File: src/rtl/wb_gpio_pkg.sv
// Register map shared by the GPIO/interrupt block and anything that drives it over Wishbone.
// Addresses are byte addresses on the 5-bit wb_adr_i bus.
package wb_gpio_pkg;

    localparam int ADR_W = 5;

    localparam logic [ADR_W-1:0] ADDR_OEN     = 5'h00;
    localparam logic [ADR_W-1:0] ADDR_SET     = 5'h04;
    localparam logic [ADR_W-1:0] ADDR_CLR     = 5'h08;
    localparam logic [ADR_W-1:0] ADDR_OUT     = 5'h0C;
    localparam logic [ADR_W-1:0] ADDR_IN      = 5'h10;
    localparam logic [ADR_W-1:0] ADDR_RISE_EN = 5'h14;
    localparam logic [ADR_W-1:0] ADDR_FALL_EN = 5'h18;
    localparam logic [ADR_W-1:0] ADDR_STATUS  = 5'h1C;

endpackage

File: src/rtl/gpio_sync_edge.sv
// Pad input synchroniser followed by a one-cycle delay stage for edge detection.
// All flops reset to 0, so a pad that is high out of reset reports exactly one rising edge.
module gpio_sync_edge #(
    parameter int G_WIDTH       = 8,
    parameter int G_SYNC_STAGES = 2
) (
    input  logic               clk_sys_i,
    input  logic               rst_n_i,
    input  logic [G_WIDTH-1:0] gpio_in_i,
    output logic [G_WIDTH-1:0] sync,
    output logic [G_WIDTH-1:0] rise,
    output logic [G_WIDTH-1:0] fall
);

    logic [G_SYNC_STAGES-1:0][G_WIDTH-1:0] sync_q;
    logic [G_WIDTH-1:0]                    dly_q;

    always_ff @(posedge clk_sys_i or negedge rst_n_i) begin
        if (!rst_n_i) begin
            sync_q <= '0;
            dly_q  <= '0;
        end else begin
            sync_q <= {sync_q[G_SYNC_STAGES-2:0], gpio_in_i};
            dly_q  <= sync_q[G_SYNC_STAGES-1];
        end
    end

    assign sync = sync_q[G_SYNC_STAGES-1];
    assign rise = sync & ~dly_q;
    assign fall = ~sync & dly_q;

endmodule

File: src/rtl/wb_gpio_irq.sv
// Wishbone classic GPIO block with per-line output enable and edge-triggered interrupts.
// One-cycle registered ack; a held strobe therefore sees an ack every second cycle.
module wb_gpio_irq
    import wb_gpio_pkg::*;
#(
    parameter int G_WIDTH       = 8,
    parameter int G_SYNC_STAGES = 2
) (
    input  logic               clk_sys_i,
    input  logic               rst_n_i,
    input  logic [G_WIDTH-1:0] gpio_in_i,
    output logic [G_WIDTH-1:0] gpio_oen_o,
    output logic [G_WIDTH-1:0] gpio_out_o,
    output logic               irq_o,
    input  logic [ADR_W-1:0]   wb_adr_i,
    input  logic [31:0]        wb_dat_i,
    output logic [31:0]        wb_dat_o,
    input  logic               wb_we_i,
    input  logic               wb_stb_i,
    input  logic               wb_cyc_i,
    output logic               wb_ack_o
);

    logic [G_WIDTH-1:0] oen_q, out_q, rise_en_q, fall_en_q, status_q;
    logic [G_WIDTH-1:0] in_sync, in_rise, in_fall;
    logic [G_WIDTH-1:0] wdat, st_set, st_clr;
    logic [31:0]        rdata, dat_q;
    logic               ack_q, irq_q;
    logic               wb_req, wb_wr, wb_rd;
    logic               unused_dat;

    gpio_sync_edge #(
        .G_WIDTH       (G_WIDTH),
        .G_SYNC_STAGES (G_SYNC_STAGES)
    ) u_sync_edge (
        .clk_sys_i (clk_sys_i),
        .rst_n_i   (rst_n_i),
        .gpio_in_i (gpio_in_i),
        .sync      (in_sync),
        .rise      (in_rise),
        .fall      (in_fall)
    );

    assign wb_req     = wb_cyc_i & wb_stb_i & ~ack_q;
    assign wb_wr      = wb_req & wb_we_i;
    assign wb_rd      = wb_req & ~wb_we_i;
    assign wdat       = wb_dat_i[G_WIDTH-1:0];
    assign unused_dat = ^wb_dat_i;

    // Set has priority over a same-cycle write-one-to-clear.
    assign st_set = (in_rise & rise_en_q) | (in_fall & fall_en_q);
    assign st_clr = (wb_wr && (wb_adr_i == ADDR_STATUS)) ? wdat : '0;

    always_comb begin
        rdata = '0;
        case (wb_adr_i)
            ADDR_OEN:                     rdata[G_WIDTH-1:0] = oen_q;
            ADDR_SET, ADDR_CLR, ADDR_OUT: rdata[G_WIDTH-1:0] = out_q;
            ADDR_IN:                      rdata[G_WIDTH-1:0] = in_sync;
            ADDR_RISE_EN:                 rdata[G_WIDTH-1:0] = rise_en_q;
            ADDR_FALL_EN:                 rdata[G_WIDTH-1:0] = fall_en_q;
            ADDR_STATUS:                  rdata[G_WIDTH-1:0] = status_q;
            default:                      rdata = '0;
        endcase
    end

    always_ff @(posedge clk_sys_i or negedge rst_n_i) begin
        if (!rst_n_i) begin
            oen_q     <= '0;
            out_q     <= '0;
            rise_en_q <= '0;
            fall_en_q <= '0;
            status_q  <= '0;
            irq_q     <= 1'b0;
            ack_q     <= 1'b0;
            dat_q     <= '0;
        end else begin
            if (wb_wr) begin
                case (wb_adr_i)
                    ADDR_OEN:     oen_q     <= wdat;
                    ADDR_SET:     out_q     <= out_q | wdat;
                    ADDR_CLR:     out_q     <= out_q & ~wdat;
                    ADDR_OUT:     out_q     <= wdat;
                    ADDR_RISE_EN: rise_en_q <= wdat;
                    ADDR_FALL_EN: fall_en_q <= wdat;
                    default:      ;
                endcase
            end
            status_q <= (status_q & ~st_clr) | st_set;
            irq_q    <= |status_q;
            ack_q    <= wb_req;
            if (wb_rd) begin
                dat_q <= rdata;
            end
        end
    end

    assign gpio_oen_o = oen_q;
    assign gpio_out_o = out_q;
    assign irq_o      = irq_q;
    assign wb_ack_o   = ack_q;
    assign wb_dat_o   = dat_q;

endmodule

File: config.mk
export PLATFORM = sky130hd
export DESIGN_NAME = wb_gpio_irq
export DESIGN_NICKNAME = d
export VERILOG_FILES = /design/src/rtl/wb_gpio_pkg.sv /design/src/rtl/gpio_sync_edge.sv /design/src/rtl/wb_gpio_irq.sv
export SDC_FILE = /design/constraint.sdc
export NUM_CORES = 1
export LEC_CHECK = 0
export CAP_MARGIN = 20
export CORE_MARGIN = 1
export CORE_UTILIZATION = 50
export CTS_CLUSTER_DIAMETER = 50
export DETAILED_ROUTE_END_ITERATION = 16
export MAX_ROUTING_LAYER = met4
export PLACE_DENSITY = 0.82
export SYNTH_ARGS = -nofsm -noshare
export SYNTH_HDL_FRONTEND = slang
export SYNTH_SLANG_ARGS = --single-unit
File: constraint.sdc
create_clock -name clk_sys_i -period 3.2 [get_ports clk_sys_i]
set_input_delay 0.96 -clock clk_sys_i [delete_from_list [all_inputs] [get_ports clk_sys_i]]
set_output_delay 0.96 -clock clk_sys_i [all_outputs]
set_load 0.02 [all_outputs]
==> results_dict.tcl <==
set metrics [dict create \
    drtIter0Drc 111 \
    viasPerCell 5.63 \
    fin_tns_setup_ns 0 \
    initial_core_util 0.516 \
    critPathRequiredTime_ns 3.42 \
    vias 2326 \
    p_comb_frac 0.131 \
    yosysSeqAreaShare 0.565 \
    drive_gt1_frac 0.205 \
    maxCapViolCount 0 \
    synth_fa_ha_area_frac 0 \
    synthXorXnorAreaFrac 0 \
    synth_top_area_share 0.565 \
    io_buffers 51 \
    syn_inst 267 \
    first_pass_iters 4 \
    syn_avg_cell_area_um2 12.3 \
    synth_largest_area_cell "dfrtp_1" \
    fin_skew_ns 0.00755 \
    status "complete, no violations" \
    startpoint_type "input pin" \
    ir_drop_mv 0.344 \
    synth_top_cells_by_area "dfrtp_1 (56%), mux2_2 (11%), buf_4 (5.5%)" \
    ff2ff_path_depth 4 \
    ys.flop_type "dfrtp_1" \
    arrival_ns 2.85 \
    gp_congestion 0.860 \
    clock_sinks 74 \
    ys_top_cells_by_count "dfrtp_1 (74), mux2_2 (32), buf_4 (24), o21ai_0 (24), nand2_1 (17)" \
    cts_made_buffers 9 \
    final-hold-violation-count 0 \
    synthArstFlopShare 1.00 \
    r2r_slack_ns 1.45 \
    ctsHoldBuffers 0 \
    grt_max_degree 36 \
    synth_warnings 0 \
    clock_path_buffers 2 \
    synth_edf_count 0 \
    synth_area_um2 3280 \
    dieArea_um2 6880 \
    htreeDepth 3 \
    core_um2 6350 \
    worstSetupPathType "input pin to flop" \
    syn2layout_area_growth_pct 25.3 \
    p_switching_w 0.000528 \
    antenna_found_initial 0 \
    wl_per_cell_um 17.3 \
    clkPwrFrac 0.386 \
    grt_pass1_vias 2367 \
    drc 0 \
    r2r-end "gpio_oen_o[6]$_DFFE_PN0P_" \
    relSlewSlack 0.671 \
    period_needed_ns 2.64 \
    timing.rr.start "wb_ack_o$_DFF_PN0_" \
    dp_hpwl_mm 5.21 \
    p_int_w 0.00163 \
    drv_slew 0 \
    pwr-share-seq 0.483 \
    pin_count 100 \
    routed_wl_mm 7.13 \
    hold_class "flop to flop" \
    clkTransAtPathRegs_ns 0.07 \
    placementRows 29 \
    ant_nets 0 \
    synth_compound_area_frac 0.116 \
    worst_pin_slew_ns 0.489 \
    cp_slowest_cell "clkdlybuf4s50_1" \
    ys_seq_elements 74 \
    fmax_mhz 379 \
    die_h_um 83.0 \
    min_from "u_sync_edge.sync_q[5]$_DFF_PN0_" \
    p_sw_frac 0.244 \
    leakage_nw 1.81 \
    die_x_um 83.0 \
    antennaDiodeCount 0 \
    cts_tree "built" \
    post_cts_buffers 0 \
    grt_usage 0.233 \
    hold_depth 0 \
    hold_ws_ns 0.356 \
    synthMuxAreaShare 0.148 \
    synthDistinctLibCells 38 \
    whs_endpoint "u_sync_edge.sync[5]$_DFF_PN0_" \
    rsz0062_at_grt "false" \
    clk_latency_ns 0.35 \
    crit_chain "clkdlybuf4s50_1, nor3b_1, buf_4, nand4_1, o21ai_0, o211ai_1" \
    p_per_area_nw_per_um2 526 \
    synth_top_family_by_area "multiplexers" \
    num-nets-final 381 \
    setup_viol_count_final 0 \
    overflow 0 \
    fin_util 0.647 \
    crit_path_max_incr_delay_ns 0.61 \
    yosys.area_share.simple 0.0866 \
    cp-end-kind "flop" \
    fin_crit_sh 0.825 \
    cp_max_fo 8 \
    cts-root-buf "clkbuf_8" \
    post_cts.resized_instances 0 \
    grt_pass1_wl_mm 11.8 \
    synth_most_common_cell "dfrtp_1" \
]
[area by class of cell]
cell class / count / area, um2
clock inverter: 4 / 72.6
fill: 509 / 2240
multi-input combinational: 171 / 1240
sequential: 74 / 1850
inverter: 8 / 30.0
tap: 77 / 96.3
timing repair buffer: 67 / 651
clock buffer: 12 / 165
[critical path: cells and delay by family]
| kind | cells | cell delay [ns] |
|---|---|---|
| and+or+nand+nor | 2 | 0.66 |
| AOI/OAI and AO/OA | 2 | 0.44 |
| buffers and inverters | 2 | 0.79 |
[cells in the final DEF (no fill, tap or decap), types with 8 or more instances in the layout]
| cell | n |
|---|---|
| dfrtp_1 | 74 |
| clkdlybuf4s50_1 | 50 |
| mux2_2 | 32 |
| o21ai_0 | 24 |
| conb_1 | 24 |
| nand2_1 | 17 |
| buf_4 | 14 |
| clkbuf_8 | 12 |
| inv_1 | 8 |
| nand3b_1 | 8 |
| o211ai_1 | 8 |
| a22o_1 | 8 |
| mux2i_1 | 8 |
[worst max path at each step]
stage                           start                       end  slack (ns)
final                     wb_adr_i[4]     status_q[5]$_DFF_PN0_        0.56
after global routing      wb_adr_i[4]     status_q[0]$_DFF_PN0_        0.32
after CTS                 wb_adr_i[4]     status_q[5]$_DFF_PN0_        0.58
after detailed placement  wb_adr_i[4]     status_q[5]$_DFF_PN0_        0.22
after global placement    wb_adr_i[4]     status_q[0]$_DFF_PN0_        0.23
after floorplan           wb_adr_i[4]  fall_en_q[0]$_DFFE_PN0P_        0.89
[per-layer routing]
layer	GRT usage	up-vias	routed length, um
li1	-	1049	-
met1	0.296	1153	3050
met2	0.349	104	3470
met3	0.0636	20	420
met4	0.110	0	191
met5	-	-	0
[through the flow]
step / power, W / area, um2 / worst slack [ns] / instances
after floorplan: 0.00122 / 3360 / 0.886 / 290
after global placement: 0.00133 / 3870 / 0.231 / 397
after detailed placement: 0.00134 / 3870 / 0.219 / 397
after CTS: 0.00218 / 4110 / 0.583 / 413
after global routing: 0.00224 / 4110 / 0.319 / 413
final: 0.00216 / 4110 / 0.561 / 413
[power by group through the flow]
stage | clock network [W] | registers, W | logic, W
after floorplan | 0 | 0.00107 | 0.000143
after global placement | 0 | 0.00106 | 0.000276
after detailed placement | 0 | 0.00106 | 0.000284
after CTS | 0.000852 | 0.00104 | 0.000284
after global routing | 0.000884 | 0.00105 | 0.000304
final | 0.000834 | 0.00104 | 0.000283
[sequential cells by signal (all words and copies together), names as in the netlist]
name                flops
fall_en_q               8
gpio_oen_o              8
gpio_out_o              8
irq_o                   1
rise_en_q               8
status_q                8
u_sync_edge.dly_q       8
u_sync_edge.sync        8
u_sync_edge.sync_q      8
wb_ack_o                1
wb_dat_o                8
[cell families after synthesis]
family / Yosys count
other: 1
muxes: 42
buffers and inverters: 45
AOI/OAI and AO/OA: 58
and+or+nand+nor: 47
DFF: 74
Note: power is estimated with default switching activity, not from simulation.
